### src/rtl/decode_stage_pkg.sv
// Shared decode definitions: opcode classes, register addressing and immediate extension.
// Pure combinational helpers; no state.
package decode_stage_pkg;

  localparam int                REG_AW        = 4;
  localparam logic [31:0]       NOP_INSTR_DEF = 32'hE1A00000;
  localparam logic [REG_AW-1:0] PC_REG        = 4'd15;

  typedef enum logic [1:0] {
    OP_DP   = 2'b00,
    OP_MEM  = 2'b01,
    OP_BR   = 2'b10,
    OP_RSVD = 2'b11
  } op_e;

  // Branch offsets are word counts, hence the shift before use as a byte offset.
  function automatic logic [31:0] ext_imm(input logic [31:0] instr);
    logic [31:0] imm;
    case (op_e'(instr[27:26]))
      OP_DP:   imm = {24'd0, instr[7:0]};
      OP_MEM:  imm = {20'd0, instr[11:0]};
      OP_BR:   imm = {{6{instr[23]}}, instr[23:0], 2'b00};
      default: imm = 32'd0;
    endcase
    return imm;
  endfunction

endpackage

### src/rtl/reg_file_15.sv
// 15-entry register file with combinational reads, same-cycle write bypass and R15 = PC+8.
// Reads are zero latency; writes land at the rising edge; no backpressure.
module reg_file_15
  import decode_stage_pkg::*;
(
  input  logic              clk,
  input  logic              rst_n,
  input  logic              i_we3,
  input  logic [REG_AW-1:0] i_wa3,
  input  logic [31:0]       i_wd3,
  input  logic [REG_AW-1:0] i_ra1,
  input  logic [REG_AW-1:0] i_ra2,
  input  logic [31:0]       i_r15,
  output logic [31:0]       o_rd1,
  output logic [31:0]       o_rd2
);

  logic [31:0] r_regs [15];
  logic        w_wr_en;

  // R15 has no storage, so writes addressed to it are dropped here.
  assign w_wr_en = i_we3 && (i_wa3 != PC_REG);

  always_ff @(posedge clk) begin
    if (!rst_n) begin
      for (int i = 0; i < 15; i++) r_regs[i] <= '0;
    end else if (w_wr_en) begin
      r_regs[i_wa3] <= i_wd3;
    end
  end

  always_comb begin
    if (i_ra1 == PC_REG)                    o_rd1 = i_r15;
    else if (w_wr_en && (i_wa3 == i_ra1))   o_rd1 = i_wd3;
    else                                    o_rd1 = r_regs[i_ra1];
  end

  always_comb begin
    if (i_ra2 == PC_REG)                    o_rd2 = i_r15;
    else if (w_wr_en && (i_wa3 == i_ra2))   o_rd2 = i_wd3;
    else                                    o_rd2 = r_regs[i_ra2];
  end

endmodule

### src/rtl/decode_stage.sv
// Decode stage: IF/ID register, register-file read and immediate extension.
// One cycle from Instr to decoded outputs; StallD holds the IF/ID register, FlushD inserts a bubble.
module decode_stage
  import decode_stage_pkg::*;
#(
  parameter logic [31:0] NOP_INSTR = NOP_INSTR_DEF
) (
  input  logic              clk,
  input  logic              rst_n,
  input  logic [31:0]       Instr,
  input  logic [31:0]       PCPlus4,
  input  logic              StallD,
  input  logic              FlushD,
  input  logic              WE3,
  input  logic [REG_AW-1:0] WA3,
  input  logic [31:0]       WD3,
  output logic [31:0]       InstrD,
  output logic [31:0]       PCPlus8D,
  output logic [31:0]       RD1,
  output logic [31:0]       RD2,
  output logic [31:0]       ExtImm,
  output logic [3:0]        CondD,
  output logic              ValidD
);

  logic [31:0]       r_instr;
  logic [31:0]       r_pc4;
  logic              r_valid;
  logic [31:0]       w_pc8;
  op_e               w_op;
  logic [REG_AW-1:0] w_ra1;
  logic [REG_AW-1:0] w_ra2;

  always_ff @(posedge clk) begin
    if (!rst_n || FlushD) begin
      r_instr <= NOP_INSTR;
      r_pc4   <= '0;
      r_valid <= 1'b0;
    end else if (!StallD) begin
      r_instr <= Instr;
      r_pc4   <= PCPlus4;
      r_valid <= 1'b1;
    end
  end

  assign w_pc8 = r_pc4 + 32'd4;
  assign w_op  = op_e'(r_instr[27:26]);

  // Branches read the PC as base; stores read the data register from the Rd field.
  assign w_ra1 = (w_op == OP_BR)  ? PC_REG          : r_instr[19:16];
  assign w_ra2 = (w_op == OP_MEM) ? r_instr[15:12]  : r_instr[3:0];

  reg_file_15 u_rf (
    .clk   (clk),
    .rst_n (rst_n),
    .i_we3 (WE3),
    .i_wa3 (WA3),
    .i_wd3 (WD3),
    .i_ra1 (w_ra1),
    .i_ra2 (w_ra2),
    .i_r15 (w_pc8),
    .o_rd1 (RD1),
    .o_rd2 (RD2)
  );

  assign InstrD   = r_instr;
  assign PCPlus8D = w_pc8;
  assign ExtImm   = ext_imm(r_instr);
  assign CondD    = r_instr[31:28];
  assign ValidD   = r_valid;

endmodule

### config.mk
export PLATFORM = sky130hd
export DESIGN_NAME = decode_stage
export DESIGN_NICKNAME = d
export VERILOG_FILES = /design/src/rtl/decode_stage_pkg.sv /design/src/rtl/reg_file_15.sv /design/src/rtl/decode_stage.sv
export SDC_FILE = /design/constraint.sdc
export NUM_CORES = 1
export LEC_CHECK = 0
export CORE_MARGIN = 8
export CORE_UTILIZATION = 35
export CTS_BUF_LIST = sky130_fd_sc_hd__clkbuf_4
export CTS_CLUSTER_SIZE = 10
export DETAILED_ROUTE_END_ITERATION = 8
export SETUP_SLACK_MARGIN = 0.02
export SLEW_MARGIN = 25
export SYNTH_ARGS = -nofsm -noshare
export SYNTH_HDL_FRONTEND = slang
export SYNTH_SLANG_ARGS = --single-unit
### constraint.sdc
create_clock -name clk -period 11.6 [get_ports clk]
set_input_delay 1.74 -clock clk [delete_from_list [all_inputs] [get_ports clk]]
set_output_delay 1.74 -clock clk [all_outputs]
set_load 0.05 [all_outputs]
* After elaboration in Yosys (flattened, before gate mapping) *
Memory sizes are Yosys's and may differ from the RTL's.
Cells that the tools add are included.

cells by class
  add/sub/neg operators = 1
  equality and inequality tests = 7
  multiplexer cells = 14
  reduce and logical (&&, ||, !) cells = 7

operators with widths
  cell                                                             number
  32-bit two-way mux                                               5
  32-bit case mux with 3 select lines                              1
  32-bit by 3-bit adder with 32-bit output, second input constant  1
  32-bit OR reduction                                              1
  4-bit two-way mux                                                3
  4-bit == test                                                    2
  4-bit == test, second input constant                             2
  1-bit two-way mux                                                5
  4-bit inequality test, second input constant                     1
  1-bit logical AND                                                3
  2-bit by 1-bit == test with 1-bit output, second input constant  1
  2-bit == test, second input constant                             1
  2-bit logical NOT                                                1
  1-bit logical NOT                                                1
  1-bit logical OR                                                 1

word-level totals
  register bits = 65
  bits in writable memories = 480
  word-level logic and storage cells = 33
  input port bits = 105
  memories = 1
  output and inout port bits = 165

memory list
  memory       depth  bits a word  read ports  clocked after memory_dff  wr ports  RTL line           text
  u_rf.r_regs  15     32           2           0                         15        reg_file_15.sv:18  logic [31:0] r_regs [15];

* Longest topological paths before layout *
Gate-level depths: netlist of run 1.

  depth after elaboration = 7
  depth in mapped cells = 11
  gate-level depth less buffers = 7

* Cells and area by module *
Synthesis of run 1 repeated with hierarchy kept, for this count alone.

second synthesis, totals
  cell total of the unflattened synthesis = 2357
  area, all modules = 31476.4 µm²

by module, submodules not included
  module        area each (µm²)  instances  cells each  sequential area each (µm²)
  reg_file_15   28179.5          1          1991        15374.7
  decode_stage  3296.9           1          366         1301.2

* Least setup slack after synthesis of run 1 *
OpenSTA, ideal clock, no wires.

  path type = input to output
  start = input WA3[3]
  end = output RD1[7]
  cell stages on the path = 7
  setup slack = 5510 ps
  arrival time = 4350 ps
  buffers on the path = 2
  required time = 9860 ps
  cells stage by stage = buf_2 -> or4_1 -> o311a_1 -> or4_1 -> buf_2 -> o211a_1 -> o21ai_0

between the ends
  longest elaborated chain between the ends = 5
  elaborated cells on any way between the ends = 6
  those cells by class = 2 x eq/ne; 2 x mux; 2 x reduce/logical

ends and longest elaborated chain
  what                    RTL line            text
  from (decl)             decode_stage.sv:15  input logic [REG_AW-1:0] WA3,
  4-bit inequality test   reg_file_15.sv:22   assign w_wr_en = i_we3 && (i_wa3 != PC_REG);
  1-bit logical AND       reg_file_15.sv:22
  1-bit logical AND (*)   reg_file_15.sv:34   else if (w_wr_en && (i_wa3 == i_ra1)) o_rd1 = i_wd3;
  32-bit two-way mux (*)  reg_file_15.sv:34
  32-bit two-way mux (*)  reg_file_15.sv:33   if (i_ra1 == PC_REG) o_rd1 = i_r15;
  to (decl)               decode_stage.sv:19  output logic [31:0] RD1,

Mark *: on every way between the ends. The rest lies on a longest branch, timed or not.

* Final worst setup path of run 1 *
  start = input WA3[2]
  end = output RD1[31]

Same word-level chain as after synthesis.

==> impl_metrics.env, run 1 <==
export IMPL_worst_hold_path_type="reg2reg"
export IMPL_wl_per_cell_um=28.9
export IMPL_max_stage_delay_ns=1.20
export IMPL_yosys_most_used_dff="sky130_fd_sc_hd__edfxtp_1"
export IMPL_fin_tns_setup_ns=0
export IMPL_vias_in_the_first_global_route=24900
export IMPL_die_area_um2=101000
export IMPL_yosys_register_bits=577
export IMPL_die_h_um=318
export IMPL_total_leakage_power_nw=13.4
export IMPL_start_util=0.351
export IMPL_rows=111
export IMPL_number_of_drc_markers_after_the_initial_detailed_route_iteration=3294
export IMPL_min_delay_start="ValidD"
export IMPL_via_density_per_instance=5.93
export IMPL_crit_fanout=37
export IMPL_syn_mean_instance_area_um2=11.3
export IMPL_clock_power_share=0.350
export IMPL_crit_reg2reg_launch="InstrD[16]"
export IMPL_cts_root_to_sink_buffers=3
export IMPL_wirelength_um=126000
export IMPL_vdd_ir_drop_max_mv=0.0703
export IMPL_max_clock_freq_ghz=0.118
export IMPL_postSynth_asyncResetShare=0
export IMPL_period_share=0.733
export IMPL_synth_sequential_area_ratio=0.522
export IMPL_gp_congestion=0.867
export IMPL_number_of_standard_cells_in_the_layout_taps_in_and_fillers_out=4362
export IMPL_worstSkewPairLatency_ns=1.00
export IMPL_cts_root_buf="sky130_fd_sc_hd__clkbuf_4"
export IMPL_critical_path_arrival_ns=6.76
export IMPL_p_sw_frac=0.298
export IMPL_dp_cells=4099
export IMPL_cts_made_buffers=153
export IMPL_final_hold_violation_count=0
export IMPL_number_of_gates_resized_after_cts=0
export IMPL_drt_antenna_violating_nets=0
export IMPL_buffer_ports_inserted=269
export IMPL_timing_setup_critical_path_class="in2out"
export IMPL_timing_final_max_slew_violations=0
export IMPL_timing_reg2reg_worst_path_depth=3
export IMPL_intPower_mw=3.61
export IMPL_p_comb_frac=0.173
export IMPL_timing_slew_headroom=0.221
export IMPL_finalCoreUtilization=0.414
export IMPL_clock_tree_skew_after_final_layout_ns=0
export IMPL_worstPathBufferInverterCount=2
export IMPL_drc=0
export IMPL_worstPathRequired_ns=9.86
export IMPL_layout_area_overhead_vs_synth_pct=18.2
export IMPL_grt_pass1_wl_um=179000
export IMPL_crit_path_start_kind="input port"
export IMPL_grt_overflow=0
export IMPL_critical_path_slowest_cell="sky130_fd_sc_hd__or4_2"
export IMPL_ys_types=68
export IMPL_antenna_found_initial=6
export IMPL_layout_drive_gt1_share=0.147
export IMPL_r2r_setup_slack_ns=9.94
export IMPL_clock_pin_slew_worst_setup_and_hold_paths_ns=0.06
export IMPL_cts_hold_buf=0
export IMPL_core_area_um2=91100
export IMPL_p_per_area_nw_per_um2=136
export IMPL_final_net_count=3178
export IMPL_synth_edff_count=512
export IMPL_path_delay_family="simple AND/OR/NAND/NOR gates"
export IMPL_ys_warnings_count=0
export IMPL_chipWidth_um=318
export IMPL_postCtsSetupBuffers=0
export IMPL_rr_endpoint="InstrD[16]"
export IMPL_synth_instances=2837
export IMPL_drt_first_pass_iters=7
export IMPL_hold_ws_ns=0.445
export IMPL_synthesis_area_um2=31900
export IMPL_cts_htree_levels=4
export IMPL_pin_count_of_the_biggest_net_entering_global_routing=117
export IMPL_clkSinkCount=577
export IMPL_holdPathStages=2
export IMPL_globalRouteTotalUtil=0.238
export IMPL_mostFrequentLayoutCell="sky130_fd_sc_hd__edfxtp_1"
export IMPL_setup_viol=0
export IMPL_power_switching_mw=1.53
export IMPL_floorplan_io_pins=270
export IMPL_final_cell_mix="sky130_fd_sc_hd__edfxtp_1, sky130_fd_sc_hd__and2_1, sky130_fd_sc_hd__mux2i_1, sky130_fd_sc_hd__clkdlybuf4s50_1, sky130_fd_sc_hd__nand2_1"
export IMPL_grt_setup_unrepaired="no"
export IMPL_pwr_share_seq=0.477
export IMPL_route_vias_total=25900
export IMPL_worstSetupEndpointType="output pin"
export IMPL_tightestPinTransition_ns=1.16
export IMPL_max_capacitance_violation_count=0
export IMPL_final_critical_path_time_including_i_o_delays_and_setup_ns=8.50
export IMPL_outcome="finished, final reports clean"
export IMPL_crit_top_cell="sky130_fd_sc_hd__clkdlybuf4s50_1"
export IMPL_cts_tree="built"
export IMPL_hpwl_um=75800
export IMPL_worstPathCellList="clkdlybuf4s50_1 > nand2_1 > o21ai_0 > or4_2 > and2_4 > o211ai_2 > o221a_1 > clkdlybuf4s50_1"
export IMPL_fillers=8580
export IMPL_min_to="ValidD"
## area by class of cell
cell class                      count  area (µm²)  share of cell area
Antenna cell                        3        7.51            0.000199
Clock inverter                     29         170             0.00451
Sequential cell                   577       16700               0.442
Clock buffer                      227        1700              0.0451
Multi-Input combinational cell   1991       14400               0.381
Timing Repair Buffer              336        3270              0.0866
Tap cell                         1186        1480              0.0393
Inverter                           13        48.8             0.00129
## stage by stage
step	worst slack [ns]	area [µm²]	power, mW
floorplan	5.51	32100	3.01
global placement	3.26	35800	3.36
detailed placement	3.15	35800	3.37
CTS	3.15	37700	5.15
global route	2.84	37800	5.31
finish	3.10	37800	5.14
## sequential cells by signal, indices dropped and copies added, names as in the netlist
signal,count
u_rf.r_regs,512
InstrD,32
r_pc4,32
ValidD,1
## power groups by stage
stage / clock (mW) / combinational [mW] / sequential [mW]
floorplan: 0 / 0.525 / 2.48
global placement: 0 / 0.875 / 2.49
detailed placement: 0 / 0.878 / 2.49
CTS: 1.82 / 0.881 / 2.45
global route: 1.92 / 0.922 / 2.46
finish: 1.80 / 0.891 / 2.45
## worst reg2reg max path, cell delays in order, from the launching register on
cell and delay (ns):
sky130_fd_sc_hd__dfxtp_4 0.68, sky130_fd_sc_hd__buf_12 0.58, sky130_fd_sc_hd__mux2i_1 0.17, sky130_fd_sc_hd__nor2_1 0.15
## logic make-up (layout without fill, tap and decap cells)
family	after synthesis	count (layout)	share of synthesized area
xor+xnor	37	37	0.0101
fa+ha+maj	1	1	0.000392
buf+inv	300	605	0.0409
flops	577	577	0.522
mux	353	353	0.142
other cells	1	35	0.000117
simple gates	1043	1043	0.173
compound gates	525	525	0.111
## worst max path at each step
stage	from	end	cells past startpoint
after floorplan	WA3[3]	RD1[7]	7
after global placement	WA3[2]	RD1[31]	8
after detailed placement	WA3[2]	RD1[29]	8
after CTS	WA3[2]	RD1[29]	8
after global routing	WA3[2]	RD1[29]	8
final	WA3[2]	RD1[31]	8
## Yosys cell counts, drive strengths merged (33+ instances only)
master  instances  area, µm²
edfxtp        512      15400
and2          457       2860
mux2i         270       2740
nand2         260        976
clkbuf        202        758
nor2          116        445
o22ai         112        701
a21oi          94        546
o21ai          87        435
buf            85        500
mux4           77       1730
dfxtp          65       1300
nor3           65        325
a31oi          63        394
a211oi         48        360
nor2b          33        206
## layer usage
| layer | vias to the layer above | track usage | wire, µm |
|---|---|---|---|
| met1 | 12900 | 0.296 | 47600 |
| met4 | 2 | 0.0834 | 3780 |
| met5 | - | 0 | 13 |
| li1 | 11100 | - | - |
| met3 | 259 | 0.0543 | 13000 |
| met2 | 1623 | 0.407 | 61800 |
Power figures use the tool's default switching activity.
==> inputs of run 2 (changes only) <==
- clock period: 11.6 -> 8.9 ns (I/O delays scaled with it)
==> impl_metrics.env, run 2 (synthesized netlist as in run 1, its figures left out) <==
export IMPL_timing_slew_headroom=0.256
export IMPL_worstSkewPairLatency_ns=0.98
export IMPL_cts_hold_buf=0
export IMPL_timing_setup_critical_path_class="reg2out"
export IMPL_worst_hold_path_type="reg2reg"
export IMPL_layout_area_overhead_vs_synth_pct=18.7
export IMPL_setup_viol=0
export IMPL_clkSinkCount=577
export IMPL_worstPathCellList="and2b_4 > mux2_8 > nand2_1 > a21oi_1 > a2111oi_0 > a31oi_1 > clkdlybuf4s50_1"
export IMPL_combined_area_of_the_multi_input_logic_cells_um2=14400
export IMPL_globalRouteTotalUtil=0.237
export IMPL_outcome="finished, final reports clean"
export IMPL_total_leakage_power_nw=13.5
export IMPL_grt_overflow=0
export IMPL_fin_worst_setup_slack_ns=1.58
export IMPL_drt_first_pass_iters=6
export IMPL_crit_fanout=62
export IMPL_die_area_um2=101000
export IMPL_fin_tns_setup_ns=0
export IMPL_worstSetupEndpointType="output pin"
export IMPL_clock_pin_slew_worst_setup_and_hold_paths_ns=0.07
export IMPL_vdd_ir_drop_max_mv=0.0899
export IMPL_drt_antenna_violating_nets=0
export IMPL_p_per_area_nw_per_um2=178
export IMPL_largest_register_by_flop_count="u_rf.r_regs"
export IMPL_buffer_ports_inserted=269
export IMPL_max_stage_delay_ns=0.90
export IMPL_critical_path_arrival_ns=5.98
export IMPL_number_of_standard_cells_in_the_layout_taps_in_and_fillers_out=4386
export IMPL_floorplan_io_pins=270
export IMPL_cts_root_to_sink_buffers=3
export IMPL_final_cell_mix="sky130_fd_sc_hd__edfxtp_1, sky130_fd_sc_hd__and2_1, sky130_fd_sc_hd__mux2i_1, sky130_fd_sc_hd__clkdlybuf4s50_1, sky130_fd_sc_hd__nand2_1"
export IMPL_wirelength_um=125000
export IMPL_crit_path_start_kind="flip-flop"
export IMPL_hpwl_um=76500
export IMPL_die_h_um=318
export IMPL_cts_made_buffers=152
export IMPL_largest_register_ff_count=512
export IMPL_grt_setup_unrepaired="no"
export IMPL_clock_tree_skew_after_final_layout_ns=0
export IMPL_max_capacitance_violation_count=0
export IMPL_fillers=8691
export IMPL_layout_area_seq_um2=16700
export IMPL_final_hold_violation_count=0
export IMPL_mostFrequentLayoutCell="sky130_fd_sc_hd__edfxtp_1"
export IMPL_tightestPinTransition_ns=1.11
export IMPL_gp_congestion=0.888
export IMPL_min_delay_start="ValidD"
export IMPL_number_of_drc_markers_after_the_initial_detailed_route_iteration=3130
export IMPL_crit_start="InstrD[27]"
export IMPL_chipWidth_um=318
export IMPL_max_clock_freq_ghz=0.137
export IMPL_layout_drive_gt1_share=0.151
export IMPL_final_critical_path_time_including_i_o_delays_and_setup_ns=7.32
export IMPL_core_area_um2=91100
export IMPL_final_net_count=3188
export IMPL_rows=111
export IMPL_critical_path_slowest_cell="sky130_fd_sc_hd__nand2_1"
export IMPL_start_util=0.351
export IMPL_route_vias_total=25800
export IMPL_r2r_setup_slack_ns=7.33
export IMPL_crit_reg2reg_launch="InstrD[18]"
export IMPL_period_share=0.822
export IMPL_worstPathRequired_ns=7.57
export IMPL_wl_per_cell_um=28.5
export IMPL_cts_root_buf="sky130_fd_sc_hd__clkbuf_4"
export IMPL_pin_count_of_the_biggest_net_entering_global_routing=109
export IMPL_timing_final_max_slew_violations=0
export IMPL_post_place_ws_ns=1.96
export IMPL_antenna_found_initial=8
export IMPL_dp_cells=4113
export IMPL_cts_htree_levels=4
export IMPL_grt_pass1_wl_um=178000
export IMPL_cts_tree="built"
export IMPL_drc=0
export IMPL_number_of_gates_resized_after_cts=0
export IMPL_vias_in_the_first_global_route=25100
export IMPL_via_density_per_instance=5.89
export IMPL_postCtsSetupBuffers=0
run 2: layout make-up:
cell class	instances	area share
diodes	5	0.000330
clock buffers	228	0.0451
clock inverters	39	0.00607
inverters	13	0.00129
multi-input cells	1991	0.379
flip-flops and latches	577	0.440
well taps	1186	0.0391
repair buffers	347	0.0890
run 2: report_power, final:
group / total (mW) / internal, mW / switching (mW) / leakage [nW]
Sequential: 3.19 / 3.10 / 0.0913 / 5.42
Clock: 2.40 / 1.25 / 1.14 / 1.17
Combinational: 1.16 / 0.395 / 0.770 / 6.95
run 2: final timing paths:
kind	endpoint	depth (start not counted)
max	RD2[17]	7
min	ValidD	2
max reg2reg	InstrD[18]	3
min reg2reg	ValidD	2
run 2: critical path, delay by kind of cell (launching register included):
family,cells,cell delay [ns]
AO/OA/AOI/OAI,3,1.44
buffers and inverters,1,0.82
flip-flops,1,0.52
multiplexers,1,0.64
AND/OR/NAND/NOR,2,1.50
run 2: through the flow:
stage / hold WS, ns / cell area [µm²] / power, mW / utilization
final: 0.463 / 37900 / 6.75 / 0.416
after global routing: 0.503 / 37900 / 6.97 / 0.416
after CTS: 0.474 / 37900 / 6.78 / 0.416
after detailed placement: 0.465 / 36000 / 4.39 / 0.395
after global placement: 0.433 / 35900 / 4.38 / 0.394
after floorplan: 0.485 / 32100 / 3.92 / -
run 2: per-layer routing:
metal / global-route usage / up-vias / wire length (µm) / share of wire
met5: 0 / - / 13 / 0.00010
met3: 0.0630 / 336 / 13200 / 0.11
li1: - / 11100 / - / -
met4: 0.0994 / 2 / 5040 / 0.040
met2: 0.391 / 1621 / 59600 / 0.48
met1: 0.292 / 12800 / 47300 / 0.38
